### config.mk
export PLATFORM = sky130hd
export DESIGN_NAME = mem_arbiter_flat
export DESIGN_NICKNAME = d
export VERILOG_FILES = /design/src/rtl/mem_arbiter_if.sv /design/src/rtl/mem_arbiter.sv /design/src/flat_wrapper.sv
export SDC_FILE = /design/constraint.sdc
export NUM_CORES = 1
export LEC_CHECK = 0
export CAP_MARGIN = 0
export CELL_PAD_IN_SITES_DETAIL_PLACEMENT = 1
export CELL_PAD_IN_SITES_GLOBAL_PLACEMENT = 2
export CORE_MARGIN = 2
export CORE_UTILIZATION = 33
export DETAILED_ROUTE_END_ITERATION = 7
export GPL_TIMING_DRIVEN = 0
export MAX_ROUTING_LAYER = met4
export PLACE_DENSITY_LB_ADDON = 0.1
export SKIP_LAST_GASP = 1
export SYNTH_ARGS = -nofsm -noshare
export SYNTH_HDL_FRONTEND = slang
export SYNTH_SLANG_ARGS = --single-unit
### constraint.sdc
create_clock -name clk_in -period 10.4 [get_ports clk_in]
set_input_delay 2.08 -clock clk_in [delete_from_list [all_inputs] [get_ports clk_in]]
set_output_delay 2.08 -clock clk_in [all_outputs]
set_load 0.02 [all_outputs]
### src/rtl/mem_arbiter_if.sv
// mem_arbiter_if: RAM pins, LSB request port and ICache fill port.
// master = arbiter side, slave = LSB/ICache/RAM environment side.
interface mem_arbiter_if #(
  parameter int LINE_BYTES = 16
);
  localparam int IW = $clog2(LINE_BYTES);

  logic [7:0]    mem_din;
  logic [7:0]    mem_dout;
  logic [31:0]   mem_a;
  logic          mem_wr;
  logic          io_buffer_full;
  logic          flush_in;

  logic          lsb_req;
  logic          lsb_wr;
  logic [31:0]   lsb_addr;
  logic [1:0]    lsb_size;
  logic          lsb_signed;
  logic [31:0]   lsb_wdata;
  logic          lsb_done;
  logic [31:0]   lsb_rdata;

  logic          ic_req;
  logic [31:0]   ic_addr;
  logic [7:0]    ic_byte;
  logic          ic_byte_valid;
  logic [IW-1:0] ic_byte_idx;
  logic          ic_done;

  modport master (
    input  mem_din, io_buffer_full, flush_in,
    input  lsb_req, lsb_wr, lsb_addr, lsb_size,
    input  lsb_signed, lsb_wdata,
    input  ic_req, ic_addr,
    output mem_dout, mem_a, mem_wr,
    output lsb_done, lsb_rdata,
    output ic_byte, ic_byte_valid, ic_byte_idx, ic_done
  );

  modport slave (
    output mem_din, io_buffer_full, flush_in,
    output lsb_req, lsb_wr, lsb_addr, lsb_size,
    output lsb_signed, lsb_wdata,
    output ic_req, ic_addr,
    input  mem_dout, mem_a, mem_wr,
    input  lsb_done, lsb_rdata,
    input  ic_byte, ic_byte_valid, ic_byte_idx, ic_done
  );
endinterface

### src/rtl/mem_arbiter.sv
// mem_arbiter: byte-serial sequencer for the 8-bit main RAM port.
// Orders LSB loads/stores and ICache line fills, LSB first.
module mem_arbiter #(
  parameter int LINE_BYTES = 16
) (
  input logic           clk_in,
  input logic           rst_in,
  mem_arbiter_if.master bus
);
  localparam int IW = $clog2(LINE_BYTES);
  localparam int CW = IW + 1;
  localparam logic [CW-1:0] LINE_CNT = CW'(LINE_BYTES);

  localparam logic [1:0] S_IDLE    = 2'd0;
  localparam logic [1:0] S_LSB_RD  = 2'd1;
  localparam logic [1:0] S_LSB_WR  = 2'd2;
  localparam logic [1:0] S_IC_FILL = 2'd3;

  logic [1:0]    state_q, state_d;
  logic [CW-1:0] cnt_q, cnt_d;
  logic [CW-1:0] nbytes_q, nbytes_d;
  logic [31:0]   addr_q, addr_d;
  logic [31:0]   wdata_q, wdata_d;
  logic [31:0]   buf_q, buf_d;
  logic [31:0]   rdata_q, rdata_d;
  logic          signed_q, signed_d;
  logic          lsb_done_q, lsb_done_d;
  logic          ic_done_q, ic_done_d;

  logic [31:0]   mem_a_c;
  logic [7:0]    mem_dout_c;
  logic          mem_wr_c;
  logic          ic_valid_c;
  logic [31:0]   cur_addr;
  logic [1:0]    lane;
  logic          io_stall;
  logic          turn;

  function automatic logic [CW-1:0] size_to_n(
    input logic [1:0] sz
  );
    logic [CW-1:0] n;
    unique case (sz)
      2'b00:   n = CW'(1);
      2'b01:   n = CW'(2);
      default: n = CW'(4);
    endcase
    return n;
  endfunction

  function automatic logic [31:0] extend(
    input logic [31:0]   raw,
    input logic [CW-1:0] n,
    input logic          sg
  );
    logic [31:0] r;
    if (n == CW'(1))
      r = {{24{sg & raw[7]}}, raw[7:0]};
    else if (n == CW'(2))
      r = {{16{sg & raw[15]}}, raw[15:0]};
    else
      r = raw;
    return r;
  endfunction

  assign cur_addr = addr_q + 32'(cnt_q);
  assign lane     = cnt_q[1:0] - 2'd1;
  assign io_stall = (addr_q[17:16] == 2'b11)
                  && bus.io_buffer_full;
  // a done pulse blocks acceptance for one cycle
  assign turn     = lsb_done_q | ic_done_q;

  // next-state and RAM-side drive for the sequencer
  always_comb begin
    state_d    = state_q;
    cnt_d      = cnt_q;
    nbytes_d   = nbytes_q;
    addr_d     = addr_q;
    wdata_d    = wdata_q;
    buf_d      = buf_q;
    rdata_d    = rdata_q;
    signed_d   = signed_q;
    lsb_done_d = 1'b0;
    ic_done_d  = 1'b0;
    mem_a_c    = '0;
    mem_dout_c = '0;
    mem_wr_c   = 1'b0;
    ic_valid_c = 1'b0;
    unique case (state_q)
      S_IDLE: begin
        if (!turn) begin
          if (bus.lsb_req) begin
            state_d  = bus.lsb_wr ? S_LSB_WR
                                  : S_LSB_RD;
            cnt_d    = '0;
            addr_d   = bus.lsb_addr;
            wdata_d  = bus.lsb_wdata;
            nbytes_d = size_to_n(bus.lsb_size);
            signed_d = bus.lsb_signed;
            buf_d    = '0;
          end else if (bus.ic_req
                       && !bus.flush_in) begin
            state_d = S_IC_FILL;
            cnt_d   = '0;
            addr_d  = bus.ic_addr
                    & ~32'(LINE_BYTES - 1);
          end
        end
      end
      S_LSB_RD: begin
        if (cnt_q < nbytes_q)
          mem_a_c = cur_addr;
        if (cnt_q != '0)
          buf_d[{lane, 3'b000} +: 8] = bus.mem_din;
        if (cnt_q == nbytes_q) begin
          state_d    = S_IDLE;
          cnt_d      = '0;
          lsb_done_d = 1'b1;
          rdata_d    = extend(buf_d, nbytes_q,
                              signed_q);
        end else begin
          cnt_d = cnt_q + CW'(1);
        end
      end
      S_LSB_WR: begin
        if (!io_stall) begin
          mem_wr_c   = 1'b1;
          mem_a_c    = cur_addr;
          mem_dout_c =
            wdata_q[{cnt_q[1:0], 3'b000} +: 8];
          if (cnt_q == nbytes_q - CW'(1)) begin
            state_d    = S_IDLE;
            cnt_d      = '0;
            lsb_done_d = 1'b1;
          end else begin
            cnt_d = cnt_q + CW'(1);
          end
        end
      end
      S_IC_FILL: begin
        ic_valid_c = (cnt_q != '0);
        if (cnt_q < LINE_CNT)
          mem_a_c = cur_addr;
        if (bus.flush_in) begin
          state_d = S_IDLE;
          cnt_d   = '0;
        end else if (cnt_q == LINE_CNT) begin
          state_d   = S_IDLE;
          cnt_d     = '0;
          ic_done_d = 1'b1;
        end else begin
          cnt_d = cnt_q + CW'(1);
        end
      end
      default: begin
        state_d = S_IDLE;
        cnt_d   = '0;
      end
    endcase
  end

  // state registers; reset clears everything incl. load data
  always_ff @(posedge clk_in or posedge rst_in) begin
    if (rst_in) begin
      state_q    <= S_IDLE;
      cnt_q      <= '0;
      nbytes_q   <= '0;
      addr_q     <= '0;
      wdata_q    <= '0;
      buf_q      <= '0;
      rdata_q    <= '0;
      signed_q   <= 1'b0;
      lsb_done_q <= 1'b0;
      ic_done_q  <= 1'b0;
    end else begin
      state_q    <= state_d;
      cnt_q      <= cnt_d;
      nbytes_q   <= nbytes_d;
      addr_q     <= addr_d;
      wdata_q    <= wdata_d;
      buf_q      <= buf_d;
      rdata_q    <= rdata_d;
      signed_q   <= signed_d;
      lsb_done_q <= lsb_done_d;
      ic_done_q  <= ic_done_d;
    end
  end

  assign bus.mem_a         = mem_a_c;
  assign bus.mem_dout      = mem_dout_c;
  assign bus.mem_wr        = mem_wr_c;
  assign bus.lsb_done      = lsb_done_q;
  assign bus.lsb_rdata     = rdata_q;
  assign bus.ic_done       = ic_done_q;
  assign bus.ic_byte_valid = ic_valid_c;
  assign bus.ic_byte       = ic_valid_c ? bus.mem_din
                                        : 8'h00;
  assign bus.ic_byte_idx   = ic_valid_c
                           ? IW'(cnt_q - CW'(1))
                           : '0;
endmodule

### src/flat_wrapper.sv
// flat-port wrapper written by rule: the top's interface ports become plain ports
module mem_arbiter_flat 
#(
  parameter int LINE_BYTES = 16
)
  (clk_in, rst_in, bus_mem_din, bus_io_buffer_full, bus_flush_in, bus_lsb_req, bus_lsb_wr, bus_lsb_addr, bus_lsb_size, bus_lsb_signed, bus_lsb_wdata, bus_ic_req, bus_ic_addr, bus_mem_dout, bus_mem_a, bus_mem_wr, bus_lsb_done, bus_lsb_rdata, bus_ic_byte, bus_ic_byte_valid, bus_ic_byte_idx, bus_ic_done);
  mem_arbiter_if #(.LINE_BYTES(LINE_BYTES)) bus_i ();
  input logic clk_in;
  input logic rst_in;
  input wire logic [$bits(bus_i.mem_din)-1:0] bus_mem_din;
  input wire logic [$bits(bus_i.io_buffer_full)-1:0] bus_io_buffer_full;
  input wire logic [$bits(bus_i.flush_in)-1:0] bus_flush_in;
  input wire logic [$bits(bus_i.lsb_req)-1:0] bus_lsb_req;
  input wire logic [$bits(bus_i.lsb_wr)-1:0] bus_lsb_wr;
  input wire logic [$bits(bus_i.lsb_addr)-1:0] bus_lsb_addr;
  input wire logic [$bits(bus_i.lsb_size)-1:0] bus_lsb_size;
  input wire logic [$bits(bus_i.lsb_signed)-1:0] bus_lsb_signed;
  input wire logic [$bits(bus_i.lsb_wdata)-1:0] bus_lsb_wdata;
  input wire logic [$bits(bus_i.ic_req)-1:0] bus_ic_req;
  input wire logic [$bits(bus_i.ic_addr)-1:0] bus_ic_addr;
  output wire logic [$bits(bus_i.mem_dout)-1:0] bus_mem_dout;
  output wire logic [$bits(bus_i.mem_a)-1:0] bus_mem_a;
  output wire logic [$bits(bus_i.mem_wr)-1:0] bus_mem_wr;
  output wire logic [$bits(bus_i.lsb_done)-1:0] bus_lsb_done;
  output wire logic [$bits(bus_i.lsb_rdata)-1:0] bus_lsb_rdata;
  output wire logic [$bits(bus_i.ic_byte)-1:0] bus_ic_byte;
  output wire logic [$bits(bus_i.ic_byte_valid)-1:0] bus_ic_byte_valid;
  output wire logic [$bits(bus_i.ic_byte_idx)-1:0] bus_ic_byte_idx;
  output wire logic [$bits(bus_i.ic_done)-1:0] bus_ic_done;
  assign bus_i.mem_din = bus_mem_din;
  assign bus_i.io_buffer_full = bus_io_buffer_full;
  assign bus_i.flush_in = bus_flush_in;
  assign bus_i.lsb_req = bus_lsb_req;
  assign bus_i.lsb_wr = bus_lsb_wr;
  assign bus_i.lsb_addr = bus_lsb_addr;
  assign bus_i.lsb_size = bus_lsb_size;
  assign bus_i.lsb_signed = bus_lsb_signed;
  assign bus_i.lsb_wdata = bus_lsb_wdata;
  assign bus_i.ic_req = bus_ic_req;
  assign bus_i.ic_addr = bus_ic_addr;
  assign bus_mem_dout = bus_i.mem_dout;
  assign bus_mem_a = bus_i.mem_a;
  assign bus_mem_wr = bus_i.mem_wr;
  assign bus_lsb_done = bus_i.lsb_done;
  assign bus_lsb_rdata = bus_i.lsb_rdata;
  assign bus_ic_byte = bus_i.ic_byte;
  assign bus_ic_byte_valid = bus_i.ic_byte_valid;
  assign bus_ic_byte_idx = bus_i.ic_byte_idx;
  assign bus_ic_done = bus_i.ic_done;
  mem_arbiter #(.LINE_BYTES(LINE_BYTES)) u_core (.clk_in(clk_in), .rst_in(rst_in), .bus(bus_i));
endmodule
# Word level (Yosys, flattened, before mapping)
# Cells that the tools add are included.
# word_totals
output_inout_bits	88
reg_bits	143
mem_bits_rw	0
inputBits	114
elab_cells	104
latchBits	0
romBits	0
memories	0
# classes
n_lt_le_gt_ge	2
eq_ne	17
multipliers	0
muxes	48
n_reduce_logical	14
addsub	6
shift	3
n_div	0
bitwise_logic	4
# op_table
operator	count
$mux 32	11
$pmux 32 s3	1
$pmux 32 s2	1
$mux 5	8
$add 32x5->32	1
$bwmux 32	1
$shift 8x7->32 const A	1
$shiftx 32x6->8	1
$shiftx 8x7->32	1
$mux 8	3
$pmux 5 s4	1
$mux 2	9
$reduce_and 3->1	4
$eq 5x5->1	2
$mux 1	9
$pmux 2 s4	1
$neg 5->7	1
$eq 2x2->1 const B	3
$ne 2x2->1 const B	3
$ne 3x2->1 const B	2
$pmux 3 s2	1
$reduce_and 6->1	1
$add 5x1->5 const B	1
$eq 5x1->1 const B	1
20 further kinds	26

# Longest topological paths before layout
# depth
word_depth	9
mapped_depth	11
depth_no_buf	8

# Worst setup path before layout
# OpenSTA, ideal clock, no wires.
# synth_path
path_kind	input -> output
from	in bus_io_buffer_full
to	out bus_mem_a[18]
stages	6
n_path_buf	1
t_arrival_ns	3.479
required_ns	8.320
slack_ns	4.841
path_cell_list	nand3_1 > and2_1 > a311o_1 > o211ai_1 > clkbuf_1 > nor2_1
# synth_via
elab_chain_cells	3
# synth_lines
element	line	rtl
from (decl)	flat_wrapper.sv:11	input wire logic [$bits(bus_i.io_buffer_full)-1:0] bus_io_buffer_full;
$logic_and 1x1->1	mem_arbiter.sv:69	&& bus.io_buffer_full;
$mux 32	mem_arbiter.sv:126	if (!io_stall) begin
$pmux 32 s3	mem_arbiter.sv:89	unique case (state_q)
to (decl)	flat_wrapper.sv:22	output wire logic [$bits(bus_i.mem_a)-1:0] bus_mem_a;
# Every way passes these cells.

# Worst setup path after layout
# layout_path
from	in bus_io_buffer_full
to	out bus_mem_a[3]
# The elaborated chain is that of the path after synthesis.

==> metrics.md <==
| Metric | Value |
|---|---|
| Status | complete, no violations |
| Area growth syn-to-layout | 37.43% |
| Crit Path Category | primary input to primary output |
| WHS | slightly below 0.5 ns |
| Synth warnings | 0 |
| N_diodes | 0 |
| Worst skew pair latency | about 0.44 ns |
| Setup slack after placement | 3.273 ns |
| Syn Area/Cell | 9.700 um^2 |
| Crit-path max FO | 10 |
| Synthesized instance count | around 800 |
| Die H | 159.6 um |
| Final setup violation count | 0 |
| Largest net degree at the start of global routing | 90 |
| TritonCTS clock tree | done |
| Worst Hold Class | flop to flop |
| Post-DP HPWL | about 20000 um |
| # Post-CTS Setup Buffers | 0 |
| P_int | ~1.8 mW |
| Max Root-Sink Buffers | 2 |
| Post-Syn Area | 7993 um^2 |
| PortBufs | approximately 200 |
| R2R Path Start | u_core.cnt_q[1] |
| Row count | 56 |
| Fin crit share | approximately 68% |
| CTS buffer count | 17 |
| Worst slew pin tran | 1.260 ns |
| Unique masters post-synth | 60 |
| Commonest non-fill, non-tap cell in the layout | clkdlybuf4s50_1 |
| Sinks on Clock Net | 141 |
| Max Cap Viol | 0 |
| First-pass GRT wire length | 42710 um |
| WHS Path Cells | 2 |
| Post-synthesis async set-or-reset flop share | 100.0% |
| Worst setup EP type | primary output |
| Die area | approximately 25000 um^2 |
| Sequential-to-total area share from yosys stat | between 40 and 50% |
| Worst Skew | ~0.016 ns |
| Initial antenna violation count | 0 |
| RD Place Congestion | between 0.7 and 0.8 |
| Unrepaired setup endpoints after global routing | no |
| Top_reg_cell synth | dfrtp_1 |
| Clock Power Share | a little over a fifth |
| DR pass1 iterations | 4 |
| Finished Layout Cells | ~1400 |
| Placeable Area | ~24000 um^2 |
| Reg-to-Reg End | u_core.bus.lsb_rdata[23] |
| # IOs | slightly above 200 |
| Pleak | ~4.4 nW |
| Max Slew Vio Count | 0 |
| Proportion of layout cells with a drive suffix above 1 | 8.832% |
| Synthesized flop and latch total | 141 |
| Post-CTS resize count | 0 |
| EDFF count, synth | 0 |
| Net switching power | roughly 1.3 mW |
| Power Density | ~280 nW/um^2 |
| Routed wire length | 26150 um |
| Dpl cells | around 1300 |
| CP required | between 8 and 9 ns |
| Sw Ratio | about two fifths |
| # DRC | 0 |
| Flop pwr share | 30.4% |
| DR WL/cell | 19.06 um |
| Min cycle time layout | between 7 and 8 ns |
| Total track usage | between 20% and 30% |
| Clock-pin slew of the registers on the worst-case setup and hold paths | approximately 0.06 ns |
| Vias per inst | approximately 5.2 |
| Iteration-0 DRC Markers | ~300 |
| Achievable Freq | 141.6 MHz |
| Worst path arrival time | 4.98 ns |
| Final worst setup slack | about 3.3 ns |
| Die X | roughly 160 um |
| Syn nets | between 900 and 1000 |
| HP Start | u_core.buf_q[10] |
| Slew HR | 15.30% |
| Utilization after layout | a little under half |
| Worst Reg-to-Reg Cells | 10 |
| Worst reg2reg setup slack | ~6.7 ns |
| Crit start category | primary input |
| Peak supply drop | 0.09688 mV |
| TNS Setup | 0 ns |
| Min-Delay Endpoint | u_core.buf_q[10] |
| Total number of vias | 7135 |
| Combinational share of power | between 40% and 50% |
| H-Tree Depth | 4 |
| Vias in the first global route | ~7700 |
| Initial Util | 33.85% |
| Commonest non-fill, non-tap cells in the layout | 196 x clkdlybuf4s50_1, 141 x dfrtp_1, 81 x o21ai_0, 78 x nor2_1, 77 x nand2_1 |
| Fin nets | 1178 |
| Final hold vios | 0 |
| Post-route ant nets | 0 |
| Root buffer cell | clkbuf_16 |
| Grt ovf | 0 |
| Hold Buf Count CTS | 0 |
[registers in the layout (all words and copies together) (netlist names)]
register	count
u_core.state_q	2
u_core.signed_q	1
u_core.bus.lsb_rdata	32
u_core.buf_q	32
u_core.wdata_q	32
u_core.cnt_q	5
u_core.addr_q	32
u_core.bus.lsb_done	1
u_core.bus.ic_done	1
u_core.nbytes_q	3
[cells by family after synthesis]
logic type	synth area share, %
buf+inv	3.804
flops	44.15
compound gates	17.67
simple gates	15.75
mux	11.49
xor+xnor	3.287
fa+ha+maj	3.851
[power by group through the flow]
| stage | combinational [mW] | sequential (mW) | clock [mW] |
|---|---|---|---|
| 3_3_place_gp | 1.48 | 0.932 | 0 |
| 5_1_grt | 1.64 | 0.961 | 0.668 |
| 3_5_place_dp | 1.50 | 0.936 | 0 |
| 6_report | 1.48 | 0.924 | 0.633 |
| 2_1_floorplan | 0.849 | 0.967 | 0 |
| 4_1_cts | 1.51 | 0.928 | 0.649 |
[how the worst max path moves through the flow]
stage                                  start            endpoint  slack, ns
after floorplan                       rst_in    u_core.addr_q[0]       4.54
after global placement                rst_in  u_core.wdata_q[25]       2.03
after detailed placement  bus_io_buffer_full        bus_mem_a[3]       3.27
after CTS                 bus_io_buffer_full        bus_mem_a[3]       3.26
after global routing      bus_io_buffer_full        bus_mem_a[3]       3.13
final                     bus_io_buffer_full        bus_mem_a[3]       3.34
[cells in the mapped netlist, types with 3 or more instances]
cell type,count,area (um^2)
a211oi_1,4,30.03
nand4_1,8,50.05
mux2_2,35,394.1
o21ai_0,81,405.4
o22ai_1,13,81.33
o22a_1,7,61.31
a31oi_1,9,56.30
buf_6,3,33.78
a22o_1,20,175.2
buf_2,3,15.01
inv_1,21,78.83
clkbuf_1,41,153.9
dfrtp_1,141,3528
ha_1,23,287.8
nand3_1,20,100.1
a21o_1,5,37.54
nor2_1,78,292.8
nor3_1,10,50.05
and2_1,3,18.77
a311oi_1,8,70.07
mux4_2,8,180.2
nand2b_1,6,37.54
a21oi_1,32,160.2
nand2_1,77,289.0
nor2b_1,11,68.82
mux2i_1,33,330.3
o211ai_1,7,52.55
and3_1,24,150.1
a32o_1,10,100.1
xnor2_1,19,166.4
o2111ai_1,5,43.79
or3_1,7,43.79
xor2_1,11,96.34
nor3b_1,4,30.03
a21boi_0,4,30.03
[layer usage]
layer	track usage, %	part of all wire [%]	up-vias
met2	34.26	47	132
li1	-	-	3418
met3	5.870	5.1	13
met4	4.463	0.93	0
met1	28.44	47	3572
met5	-	0	-
[per-stage QoR]
| stage | total power, mW | cell area, um^2 |
|---|---|---|
| 3_3_place_gp | 2.408 | 10350 |
| 5_1_grt | 3.265 | 10980 |
| 4_1_cts | 3.083 | 10980 |
| 2_1_floorplan | 1.816 | 7993 |
| 3_5_place_dp | 2.434 | 10390 |
| 6_report | 3.040 | 10980 |
[layout make-up]
type	count	area, um^2
fill	2702	12630
multi-input combinational	611	4160
sequential	141	3528
timing repair buffer	197	1989
clock buffer	17	425.4
tap	319	399.1
buffer	51	225.2
clock inverter	15	172.7
inverter	21	83.83
[critical path, cell delays in order]
cell	delay [ns]
clkdlybuf4s50_1	0.50
nand3_1	0.29
and2_1	0.35
a311o_1	0.34
o211ai_1	0.24
clkbuf_1	0.47
nor2_1	0.14
clkdlybuf4s50_1	0.56
Power figures use the tool's default switching activity.
